## src/rtl/fuzzificador_t2_seq.sv

```systemverilog
// Sequential interval type-2 trapezoid fuzzifier sharing one restoring divider.
// Optional macro FUZZ_ROUND_EN selects round-half-up grades instead of truncation.
module fuzzificador_t2_seq #(
   parameter int WIDTH = 8,
   parameter int N_MF  = 3
) (
   input  logic                      clk,
   input  logic                      rst_n,
   input  logic                      cfg_we,
   input  logic [$clog2(8*N_MF)-1:0] cfg_addr,
   input  logic [WIDTH-1:0]          cfg_data,
   input  logic                      in_valid,
   output logic                      in_ready,
   input  logic [WIDTH-1:0]          entrada,
   output logic                      out_valid,
   input  logic                      out_ready,
   output logic [N_MF*WIDTH-1:0]     mf_up,
   output logic [N_MF*WIDTH-1:0]     mf_low,
   output logic [N_MF-1:0]           ativo,
   output logic                      erro_cfg
);
   localparam int NP = 8*N_MF;
   localparam int NF = 2*N_MF;
   localparam int AW = $clog2(NP);
   localparam int FW = $clog2(NF+1);
   localparam int CW = $clog2(WIDTH+1);
   localparam logic [WIDTH-1:0] FS = {WIDTH{1'b1}};

   typedef enum logic [1:0] {IDLE, CALC, DONE} state_t;
   state_t state_reg, state_next;

   logic [WIDTH-1:0] pt_reg [NP];
   logic [WIDTH-1:0] x_reg;
   logic [FW-1:0]    fidx_reg;
   logic [CW-1:0]    cnt_reg;
   logic [WIDTH-1:0] rem_reg, num_low_reg, div_reg, quo_reg;
   logic             skip_reg, err_reg;
   logic [WIDTH-1:0] up_buf_reg  [N_MF];
   logic [WIDTH-1:0] low_buf_reg [N_MF];
   logic [WIDTH-1:0] mf_up_reg   [N_MF];
   logic [WIDTH-1:0] mf_low_reg  [N_MF];
   logic [N_MF-1:0]  ativo_reg;
   logic             erro_cfg_reg;

   logic             commit;
   assign commit = (fidx_reg == FW'(NF));

   // ---------------- state register / next state / outputs ----------------
   always_ff @(posedge clk or negedge rst_n) begin
      if (!rst_n) state_reg <= IDLE;
      else        state_reg <= state_next;
   end

   always_comb begin
      state_next = state_reg;
      case (state_reg)
         IDLE:    if (in_valid) state_next = CALC;
         CALC:    if (commit) state_next = DONE;
         DONE:    if (out_ready) state_next = IDLE;
         default: state_next = IDLE;
      endcase
   end

   always_comb begin
      in_ready  = (state_reg == IDLE);
      out_valid = (state_reg == DONE);
   end

   // ---------------- classify the current function ----------------
   logic [FW-1:0]      fidx_sel;
   logic [AW-1:0]      base;
   logic [WIDTH-1:0]   pa, pb, pc, pd;
   logic               ld_bad, ld_zero, ld_rise, ld_flat, ld_fall, ld_sat;
   logic [WIDTH-1:0]   ld_diff, ld_div;
   logic [2*WIDTH-1:0] ld_prod;
   logic [2*WIDTH:0]   ld_num;

   always_comb begin
      fidx_sel = commit ? '0 : fidx_reg;
      base     = AW'(fidx_sel) << 2;
      pa       = pt_reg[base];
      pb       = pt_reg[base | AW'(1)];
      pc       = pt_reg[base | AW'(2)];
      pd       = pt_reg[base | AW'(3)];
      ld_bad   = (pa > pb) || (pb > pc) || (pc > pd);
      ld_zero  = ld_bad || (x_reg <= pa);
      ld_rise  = !ld_zero && (x_reg < pb);
      ld_flat  = !ld_zero && !ld_rise && (x_reg <= pc);
      ld_fall  = !ld_zero && !ld_rise && !ld_flat && (x_reg < pd);
      ld_diff  = ld_rise ? (x_reg - pa) : (pd - x_reg);
      ld_div   = ld_rise ? (pb - pa) : (pd - pc);
      ld_prod  = (2*WIDTH)'(FS) * (2*WIDTH)'(ld_diff);
`ifdef FUZZ_ROUND_EN
      ld_num   = {1'b0, ld_prod} + (2*WIDTH+1)'(ld_div >> 1);
`else
      ld_num   = {1'b0, ld_prod};
`endif
      // a high half not below the divisor means the quotient would not fit
      ld_sat   = ld_num[2*WIDTH] || (ld_num[2*WIDTH-1:WIDTH] >= ld_div);
   end

   // ---------------- one restoring divide step ----------------
   logic [WIDTH:0]   trial;
   logic             q_bit;
   logic [WIDTH-1:0] rem_step, quo_step;

   always_comb begin
      trial    = {rem_reg, num_low_reg[WIDTH-1]};
      q_bit    = (trial >= {1'b0, div_reg});
      rem_step = q_bit ? WIDTH'(trial - {1'b0, div_reg}) : trial[WIDTH-1:0];
      quo_step = skip_reg ? quo_reg : {quo_reg[WIDTH-2:0], q_bit};
   end

   // ---------------- datapath ----------------
   always_ff @(posedge clk or negedge rst_n) begin
      if (!rst_n) begin
         for (int i = 0; i < NP; i++) pt_reg[i] <= '0;
         for (int i = 0; i < N_MF; i++) begin
            up_buf_reg[i]  <= '0;
            low_buf_reg[i] <= '0;
            mf_up_reg[i]   <= '0;
            mf_low_reg[i]  <= '0;
         end
         x_reg        <= '0;
         fidx_reg     <= '0;
         cnt_reg      <= '0;
         rem_reg      <= '0;
         num_low_reg  <= '0;
         div_reg      <= '0;
         quo_reg      <= '0;
         skip_reg     <= 1'b0;
         err_reg      <= 1'b0;
         ativo_reg    <= '0;
         erro_cfg_reg <= 1'b0;
      end else begin
         case (state_reg)
            IDLE: begin
               if (cfg_we && (int'(cfg_addr) < NP))
                  pt_reg[cfg_addr] <= cfg_data;
               if (in_valid) begin
                  x_reg        <= entrada;
                  fidx_reg     <= '0;
                  cnt_reg      <= '0;
                  err_reg      <= 1'b0;
                  erro_cfg_reg <= 1'b0;
               end
            end
            CALC: begin
               if (commit) begin
                  for (int i = 0; i < N_MF; i++) begin
                     mf_up_reg[i]  <= up_buf_reg[i];
                     mf_low_reg[i] <= low_buf_reg[i];
                     ativo_reg[i]  <= |up_buf_reg[i];
                  end
                  erro_cfg_reg <= err_reg;
               end else if (cnt_reg == '0) begin
                  // constant and saturated results still spend WIDTH idle steps
                  err_reg <= err_reg | ld_bad;
                  cnt_reg <= CW'(1);
                  if ((ld_rise || ld_fall) && !ld_sat) begin
                     skip_reg    <= 1'b0;
                     rem_reg     <= ld_num[2*WIDTH-1:WIDTH];
                     num_low_reg <= ld_num[WIDTH-1:0];
                     div_reg     <= ld_div;
                     quo_reg     <= '0;
                  end else begin
                     skip_reg <= 1'b1;
                     quo_reg  <= (ld_rise || ld_fall || ld_flat) ? FS : '0;
                  end
               end else begin
                  rem_reg     <= rem_step;
                  num_low_reg <= num_low_reg << 1;
                  quo_reg     <= quo_step;
                  if (cnt_reg == CW'(WIDTH)) begin
                     cnt_reg  <= '0;
                     fidx_reg <= fidx_reg + FW'(1);
                     if (fidx_reg[0]) low_buf_reg[fidx_reg[FW-1:1]] <= quo_step;
                     else             up_buf_reg[fidx_reg[FW-1:1]]  <= quo_step;
                  end else begin
                     cnt_reg <= cnt_reg + CW'(1);
                  end
               end
            end
            default: ;
         endcase
      end
   end

   // ---------------- output packing ----------------
   generate
      for (genvar gi = 0; gi < N_MF; gi++) begin : g_pack
         assign mf_up[gi*WIDTH +: WIDTH]  = mf_up_reg[gi];
         assign mf_low[gi*WIDTH +: WIDTH] = mf_low_reg[gi];
         assign ativo[gi]                 = ativo_reg[gi];
      end
   endgenerate

   assign erro_cfg = erro_cfg_reg;

endmodule

```

## config.mk

```make
export PLATFORM = sky130hd
export DESIGN_NAME = fuzzificador_t2_seq
export DESIGN_NICKNAME = d
export VERILOG_FILES = /design/src/rtl/fuzzificador_t2_seq.sv
export SDC_FILE = /design/constraint.sdc
export NUM_CORES = 1
export LEC_CHECK = 0
export BUFFER_PORTS_ARGS = -buffer_cell sky130_fd_sc_hd__buf_2
export CAP_MARGIN = 20
export CORE_MARGIN = 2
export CORE_UTILIZATION = 45
export CTS_CLUSTER_SIZE = 25
export DETAILED_ROUTE_END_ITERATION = 8
export SYNTH_ARGS = -nofsm -noshare
export SYNTH_HDL_FRONTEND = slang
export SYNTH_SLANG_ARGS = --single-unit
```

## constraint.sdc

```tcl
create_clock -name clk -period 17.1 [get_ports clk]
set_clock_uncertainty 0.1 [all_clocks]
set_input_delay 0 -clock clk [delete_from_list [all_inputs] [get_ports clk]]
set_output_delay 0 -clock clk [all_outputs]
set_load 0.01 [all_outputs]
```

### Word-level counts from Yosys, hierarchy flattened

Index checks and enable logic that the tools add are counted.

* RAM bits: 0
* ROM bits: 0
* bits in latches: 0
* bits in registers: 343
* memories: 0
* input port bits: 26

* shift operators: 0
* add/subtract/negate cells: 7
* bitwise logic cells: 10
* magnitude comparators: 18
* eq/ne operators: 12
* $mul: 1
* reductions and logical operators: 38
* div/mod/pow operators: 0
* multiplexer cells: 52

Operators by type and width (number)
* $bwmux W192: 1
* $mux W8: 21
* $bmux W8 S5: 4
* $bwmux W24: 2
* $demux W8 S5: 1
* $sub A8 B8 Y8: 5
* $ge A6 B6 Y1 const B: 5
* $not A5 Y6: 5
* $gt A8 B8 Y1: 3
* $reduce_or A8 Y1: 3
* $demux W8 S2: 1
* $le A8 B8 Y1: 2
* $lt A8 B8 Y1: 2
* $mul A8 B8 Y16 const A: 1
* $mux W4: 4
* $mux W3: 5
* $reduce_and A3 Y1: 5
* $reduce_and A5 Y1: 3
* $ne A2 B2 Y1 const B: 6
* $ge A9 B8 Y1: 1
* $logic_and A1 B1 Y1: 9
* $ge A8 B8 Y1: 1
* $pmux W4 S2: 1
* $reduce_and A2 Y1: 4
* 25 further kinds: 43

### Longest topological paths before layout

Gate-level depths: netlist (run 1).

* word-level depth: 23
* depth in mapped cells: 48
* depth with buffers taken out: 42

### Worst setup path before layout (run 1)

OpenSTA, ideal clock, no wires.

* kind: register -> register
* start: reg fidx_reg[0]
* end: reg num_low_reg[6]
* stages on the path, launching flop included: 45
* slack: 7.061 ns
* library setup time: 0.125 ns
* required time: 16.875 ns
* path buffers: 6
* data arrival time: 9.814 ns
* cell sequence: dfrtp_1 -> buf_4 -> inv_1 -> ha_1 -> buf_2 -> nand2_1 -> nand2_1 -> clkbuf_1 -> mux2i_1 -> o21ai_0 -> ha_1 -> fa_1 -> nand2b_4 -> a21oi_2 -> o211ai_2 -> a211oi_2 -> nand3_2 -> nor2_4 -> (+9 left out) -> inv_1 -> ha_1 -> or2_2 -> o311a_1 -> a41o_1 -> nor2_1 -> xnor2_1 -> ha_1 -> a21o_1 -> a21oi_1 -> o21ai_0 -> a211oi_1 -> nor2_1 -> nor3_1 -> a21o_1 -> buf_4 -> buf_4 -> mux2_2

* longest elaborated chain between the ends: 22

RTL lines
* from (decl): line 34 `logic [FW-1:0] fidx_reg;`
* from (signal assigned): line 176 `fidx_reg <= fidx_reg + FW'(1);`
* branches (longest 22 deep; another with $gt A8 B8 Y1)
* to (signal assigned): line 163 `num_low_reg <= ld_num[WIDTH-1:0];`
* to (signal assigned): line 172 `num_low_reg <= num_low_reg << 1;`
* to (decl): line 36 `logic [WIDTH-1:0] rem_reg, num_low_reg, div_reg, quo_reg;`

Several ways; the timed one is not identified. The select of a mux whose other input is x is not followed.
A chain may end at the register's enable or synchronous reset.

### Worst setup path after layout (run 1)

* start: reg fidx_reg[0]
* end: reg num_low_reg[1]

The elaborated chain is that of the path after synthesis.

==> results.toml, run 1 <==
[cts]
cts_buffers = 39
htree_levels = 2
insertion_delay_ps = 560
cts_setup_buffers = 0
path_clk_slew_ps = 60
ctsResizeCount = 0
cts_hold_buf = 20
cts_root_buf = "clkbuf_16"
tritoncts = "done"
clk_path_buf_depth = 3
cts.sinks = 343

[timing]
post-route-min-period_ps = 12020
tns_ps = 0
hold_viol_final = 0
max-slew-margin-rel_pct = 30.1
slew_violations = 0
fmax_ghz = 0.0832
rsz0062_at_grt = "no"
min_period_over_period_pct = 70.3
setup_viol_count_final = 0
worst_pin_slew_ps = 1050

[critical_path]
cp_data_required_time_ps = 17440
path_class = "flop to flop"
crit_slowest_cell = "a21o_1"
worst_setup_path_start_kind = "flop"
cpMostUsedCell = "inv_1"
critPathMaxFanout = 45
arrival_ps = 12360
worstSetupEndpointType = "flop"
cp_slowest_stage_delay_ps = 670

[synthesis]
async_reset_ff_share_pct = 100
synth_cell_type_count = 69
syn_inst = 1818
ys_ff_latch = 343
yosys_warnings = 0
ys.flop_type = "dfrtp_1"
avgSynthCellArea_um2 = 10.4
netlist_area_um2 = 19000
synth_nets = 1982
synth_edf_count = 0
seq_area_frac_synth_pct = 45.2

[finish]
fillCellCount = 3762
drive_gt1_share_pct = 20.6
area_delta_synth_final_pct = 12.3
fin_area_um2 = 21300
largest_register_ffs = 192
nets = 2055

[detailed_routing]
drtIter0Drc = 983
firstDrtPassIters = 5
post-route-drc-count = 0
routedWlPerCell_um = 19.3
postRouteAntennaNets = 0
via_per_inst = 5.53
wirelength_mm = 47.4
via_count = 13583

[global_route]
grt_overflow = 0
grt_pass1_wl_mm = 76.0
grt_max_degree = 175
grt_pass1_vias = 13692
antenna_found_initial = 1
grt_usage_pct = 22.1

[place]
io_buffers = 79
dpl-instance-area_um2 = 19900
hpwlAfterDp_mm = 33.4
gp_congestion = 0.925

[outcome]
status = "finished, final reports clean"

[die]
design.portCount = 80
die_y_um = 209
dieArea_um2 = 43800
coreArea_um2 = 41800
initial_utilization_pct = 45.4
die_w_um = 209
row_count = 75

[worst_hold_path]
hp-class = "input pin to flop"

[flow_run]
cap_violations = 0
==> cell type report <==
class | count | area, um^2 | share of cell area (%)
well taps | 539 | 674 | 3.17
clock buffers | 54 | 1090 | 5.13
diodes | 1 | 2.50 | 0.0117
clock inverters | 13 | 111 | 0.523
repair buffers | 113 | 756 | 3.55
inverters | 100 | 375 | 1.76
flip-flops and latches | 343 | 8580 | 40.3
multi-input cells | 1294 | 9710 | 45.6
==> per-stage QoR <==
stage                     util (%)  hold slack (ps)  setup slack [ps]  cells
final                         51.0             26.6              5080   2457
after global routing          51.0             28.1              4330   2456
after CTS                     50.9            0.320              4950   2454
after detailed placement      47.5            -30.7              4970   2367
after global placement        47.5            -33.9              5270   2367
after floorplan                  -             -396              7060   1818
==> cell families after synthesis <==
| kind of cell | synth area share (%) |
|---|---|
| DFF | 45.2 |
| and+or+nand+nor | 11.6 |
| AOI/OAI and AO/OA | 10.0 |
| buffers and inverters | 3.73 |
| xor gates and xnor gates | 1.48 |
| adders and majority gates | 10.2 |
| muxes | 17.7 |
==> path summary, 6_finish.rpt <==
| path | slack [ps] | startpoint | cells after the start | end |
|---|---|---|---|---|
| min reg2reg | 360 | mf_low[5] | 2 | mf_low[5] |
| min in group asynchronous | 490 | rst_n | 3 | x_reg[0] |
| min | 30 | cfg_data[3] | 2 | pt_reg[147] |
| max | 5080 | fidx_reg[0] | 41 | num_low_reg[1] |
| max reg2reg | 5080 | fidx_reg[0] | 41 | num_low_reg[1] |
| max in group asynchronous | 14270 | rst_n | 5 | pt_reg[107] |
==> cell usage after synthesis (all sizes together), types with 7 or more instances <==
library cell	count	area share, %
a211o	8	0.37
clkbuf	68	1.3
xnor2	22	1.0
nand2	294	5.8
a211oi	7	0.30
a221o	16	0.84
o21a	9	0.36
nand2b	16	0.57
fa	28	3.0
a21o	8	0.32
nor4	7	0.23
o21ai	101	2.7
a21oi	112	3.0
nor2b	22	0.74
dfrtp	343	45
a31oi	9	0.30
ha	110	7.3
nand4	10	0.33
nand3	26	0.71
mux2	217	13
nor3	24	0.75
buf	13	0.40
nor2	88	1.8
xor2	10	0.46
inv	100	2.0
mux2i	91	4.8
==> placed cells by master, fill, tap and decap left out, types with 28 or more instances in the layout <==
cell / Yosys / final
fa_1: 28 / 28
dfrtp_1: 343 / 342
nor2_1: 87 / 86
mux2i_1: 91 / 91
inv_1: 99 / 99
mux2_2: 215 / 215
clkbuf_16: 0 / 40
o21ai_0: 98 / 98
a21oi_1: 110 / 109
nand2_1: 294 / 293
buf_2: 4 / 78
ha_1: 110 / 110
==> routing by layer <==
layer  vias to the layer above  part of all wire, %  GRT usage [%]
met5                         -                    0              0
met3                        81                  3.5           3.26
met2                       240                   48           36.3
li1                       6465                    -              -
met1                      6797                   46           29.8
met4                         0                  3.0           8.10
==> worst max-delay path, delay by kind of cell (launching register included) <==
family,cells,cell delay [ps]
xor+xnor,1,160
mux,3,1070
fa+ha+maj,9,3930
buf+inv,8,1710
compound gates,13,2830
simple gates,7,1710
flops,1,340
Power of run 1 is not shown: default switching activity piles up to over one toggle a cycle in this logic, so the estimate is an artifact.
==> inputs of run 2 (changes only) <==
Settings changed: ABC_AREA set to 1.
Clock period 17.1 ns to 10.3 ns, I/O delays scaled along.
==> results.toml, run 2 <==
[die]
row_count = 74
design.portCount = 80
die_w_um = 207
die_y_um = 207
coreArea_um2 = 40800
initial_utilization_pct = 45.5
dieArea_um2 = 42900

[detailed_routing]
via_count = 15139
routedWlPerCell_um = 17.2
firstDrtPassIters = 6
drtIter0Drc = 1233
wirelength_mm = 49.5
via_per_inst = 5.28
post-route-drc-count = 0
postRouteAntennaNets = 0

[critical_path]
cp_data_required_time_ps = 10620
crit_slowest_cell = "dfrtp_1"
cp_slowest_stage_delay_ps = 550
worstSetupEndpointType = "flop"
cpMostUsedCell = "nand2_1"
worst_setup_path_start_kind = "flop"
path_class = "flop to flop"
critPathMaxFanout = 50
arrival_ps = 9800

[finish]
multi_input_area_um2 = 8820
area_delta_synth_final_pct = 12.0
fin_area_um2 = 20800
fin_util_pct = 51.0
diodes = 0
regArea_um2 = 8580
final_cell_mix = "nand2_1, dfrtp_1, o21ai_0"
drive_gt1_share_pct = 8.13
fillCellCount = 3965
final_common_cell = "nand2_1"
largest_register_ffs = 192
nets = 2477

[global_route]
antenna_found_initial = 0
grt_pass1_vias = 14646
grt_pass1_wl_mm = 79.5
grt_overflow = 0
grt_max_degree = 130
grt_usage_pct = 23.0

[synthesis]
async_reset_ff_share_pct = 100
synth_cell_type_count = 44
seq_area_frac_synth_pct = 46.2
ys.flop_type = "dfrtp_1"
avgSynthCellArea_um2 = 8.22
ys_top_cells_by_area = "dfrtp_1, nand2_1, o21ai_0"
synth_edf_count = 0
yosys.cell_count.top_type = "nand2_1"
netlist_area_um2 = 18600
synth_nets = 2425
syn_inst = 2261
ys_ff_latch = 343
yosys_warnings = 0
yosysTopAreaCell = "dfrtp_1"
synth_top_area_share_pct = 46.2
synth_common_cells = "nand2_1, dfrtp_1, o21ai_0"

[timing]
worst_pin_slew_ps = 1160
post-route-min-period_ps = 9480
hold_viol_final = 0
fmax_ghz = 0.106
min_period_over_period_pct = 92.0
rsz0062_at_grt = "no"
tns_ps = 0
max-slew-margin-rel_pct = 22.0
whs_ps = 60.0
setup_viol_count_final = 0
slew_violations = 0

[cts]
cts_setup_buffers = 0
insertion_delay_ps = 550
htree_levels = 2
path_clk_slew_ps = 60
tritoncts = "done"
cts_root_buf = "clkbuf_16"
cts_buffers = 38
cts.sinks = 343
clk_path_buf_depth = 3

[place]
gp_congestion = 0.906
io_buffers = 79
dpl-instance-area_um2 = 19400
hpwlAfterDp_mm = 34.7

[outcome]
status = "finished, final reports clean"

[flow_run]
cap_violations = 0

[worst_hold_path]
hp-class = "input pin to flop"
run 2: worst max-delay path, delay by kind of cell (launching register included):
kind | cells | cell delay, ps
and+or+nand+nor | 23 | 2640
AOI/OAI and AO/OA | 8 | 1550
buffers and inverters | 6 | 700
adders and majority gates | 9 | 3580
DFF | 1 | 550
xor gates and xnor gates | 1 | 210
run 2: cells by family after synthesis:
family / count (synthesis) / synth area share, %
buf+inv: 317 / 6.52
fa+ha+maj: 138 / 10.4
flops: 343 / 46.2
xor+xnor: 39 / 1.84
mux: 1 / 0.0539
simple gates: 860 / 18.7
compound gates: 563 / 16.2
run 2: stage by stage:
stage          instances  setup WS, ps
4_1_cts             2868           482
3_3_place_gp        2791           758
3_5_place_dp        2791           523
5_1_grt             2869          2.91
6_report            2869           823
2_1_floorplan       2261          1390
run 2: final cells by class:
type / instances / share of cell area [%]
inverters: 214 / 3.86
flip-flops and latches: 343 / 41.2
clock buffers: 57 / 5.25
repair buffers: 115 / 3.58
clock inverters: 7 / 0.499
well taps: 532 / 3.20
multi-input cells: 1601 / 42.4
run 2: metal layers:
metal / up-vias / global-route usage, % / routed length, um
met2: 313 / 37.4 / 23100
met4: 0 / 7.51 / 1350
met3: 73 / 3.08 / 1910
met5: - / 0 / 0
li1: 7525 / - / -
met1: 7228 / 31.8 / 23200
run 2: final timing paths:
| path | from | endpoint | slack (ps) | cells after the start |
|---|---|---|---|---|
| max | fidx_reg[1] | num_low_reg[0] | 820 | 47 |
| min | cfg_data[1] | pt_reg[65] | 60 | 3 |
| max reg2reg | fidx_reg[1] | num_low_reg[0] | 820 | 47 |
| min reg2reg | mf_low[16] | mf_low[16] | 370 | 2 |
| max in group asynchronous | rst_n | pt_reg[133] | 7550 | 5 |
| min in group asynchronous | rst_n | low_buf_reg[1] | 510 | 3 |
run 2: what timing repair did:
item,in CTS,in global routing
hold buffers,13,0
gates resized for setup,0,13
hold endpoints to repair,106,0
setup endpoints to repair,0,33
Power of run 2 is left out for the same reason.
==> inputs of run 3 (changes only) <==
Settings changed: ABC_AREA 1 to not set.
==> results.toml, run 3 (synthesis gave the netlist of run 1 again) <==
[critical_path]
cpMostUsedCell = "inv_1"
path_class = "flop to flop"
critPathMaxFanout = 29
worst_setup_path_start_kind = "flop"
worstRegToRegCells = 40
cp_data_required_time_ps = 10610
crit_slowest_cell = "fa_2"
arrival_ps = 9980
worstSetupEndpointType = "flop"
r2r-start = "fidx_reg[0]"
cp_slowest_stage_delay_ps = 600
r2r-end = "num_low_reg[1]"
rrSetupSlack_ps = 630

[detailed_routing]
postRouteAntennaNets = 0
drtIter0Drc = 947
routedWlPerCell_um = 19.4
post-route-drc-count = 0
firstDrtPassIters = 5
wirelength_mm = 48.3
via_per_inst = 5.54
via_count = 13808

[cts]
tritoncts = "done"
path_clk_slew_ps = 60
clk_path_buf_depth = 3
cts_buffers = 38
cts_root_buf = "clkbuf_16"
cts.sinks = 343
insertion_delay_ps = 540
htree_levels = 2

[die]
initial_utilization_pct = 45.4
design.portCount = 80
die_w_um = 209
coreArea_um2 = 41800
row_count = 75
die_y_um = 209
dieArea_um2 = 43800

[global_route]
grt_overflow = 0
grt_pass1_vias = 13843
grt_pass1_wl_mm = 76.4
grt_max_degree = 174
grt_usage_pct = 22.1
antenna_found_initial = 1

[place]
gp_congestion = 0.884
dpl-instance-area_um2 = 20100
hpwlAfterDp_mm = 34.3
io_buffers = 79

[flow_run]
cap_violations = 0

[timing]
min_period_over_period_pct = 93.8
setup_viol_count_final = 0
fmax_ghz = 0.103
whs_ps = -20.6
worst_pin_slew_ps = 955
hold_viol_final = 7
rsz0062_at_grt = "no"
max-slew-margin-rel_pct = 36.3
slew_violations = 0
post-route-min-period_ps = 9670

[outcome]
status = "finished with violations"
violations = "hold timing"

[worst_hold_path]
hp-class = "input pin to asynchronous set/reset pin"

[finish]
final_cell_mix = "dfrtp_1, nand2_1, mux2_2"
largest_register_ffs = 192
area_delta_synth_final_pct = 14.5
fin_area_um2 = 21700
drive_gt1_share_pct = 23.3
nets = 2093
diodes = 0
final_common_cell = "dfrtp_1"
run 3: changes by cell type in the layout (fill, tap and decap cells not counted), sizes merged, moves of 24 or more:
cell,change
nand3,-29
nand2,-350
mux2,+217
a21oi,-24
inv,-111
o21ai,-256
buf,+36
mux2i,+90
run 3: per-layer routing:
metal	share of wire, %	global-route usage (%)
met5	0.023	0
met4	3.3	8.05
met3	4.2	3.10
met2	47	36.3
met1	45	30.0
run 3: cell type report:
| type | count | area, um^2 |
|---|---|---|
| fillers | 3719 | 20000 |
| clock inverters | 12 | 134 |
| well taps | 539 | 674 |
| flip-flops and latches | 343 | 8580 |
| repair buffers | 150 | 1030 |
| multi-input cells | 1296 | 9850 |
| clock buffers | 54 | 1070 |
| inverters | 100 | 375 |
run 3: worst max-delay path by stage:
stage | start | endpoint | slack [ps] | depth (start not counted)
floorplan | fidx_reg[0] | num_low_reg[6] | 260 | 44
global route | fidx_reg[0] | rem_reg[3] | 30 | 40
global placement | fidx_reg[0] | num_low_reg[3] | 30 | 39
CTS | fidx_reg[0] | num_low_reg[3] | 10 | 39
detailed placement | fidx_reg[0] | num_low_reg[3] | -240 | 41
finish | fidx_reg[0] | num_low_reg[1] | 630 | 40
run 3: metrics by stage:
stage,utilization [%],setup WS (ps),setup TNS (ps),hold slack (ps),cells
6_report,52.0,634,0,-20.6,2494
5_1_grt,52.0,28.3,0,36.4,2494
4_1_cts,51.4,9.56,0,7.46,2480
3_5_place_dp,48.2,-243,-2680,-8.66,2400
3_3_place_gp,48.2,26.5,0,-4.16,2400
2_1_floorplan,-,261,0,-396,1818
run 3: repair_timing:
item / CTS / global route
hold buffers: 14 / 0
setup buffers: 0 / 11
gates resized for setup: 2 / 30
endpoints found under the setup margin: 18 / 33
hold endpoints to repair: 144 / 0
cloned: 0 / 2
pin swaps: 0 / 7
run 3: critical path: cells and delay by family (launching register included):
kind / cells / cell delay, ps
xor+xnor: 1 / 160
flops: 1 / 420
simple gates: 9 / 1660
mux: 3 / 860
compound gates: 11 / 2000
fa+ha+maj: 9 / 3630
buf+inv: 7 / 680
Power of run 3 is left out for the same reason.
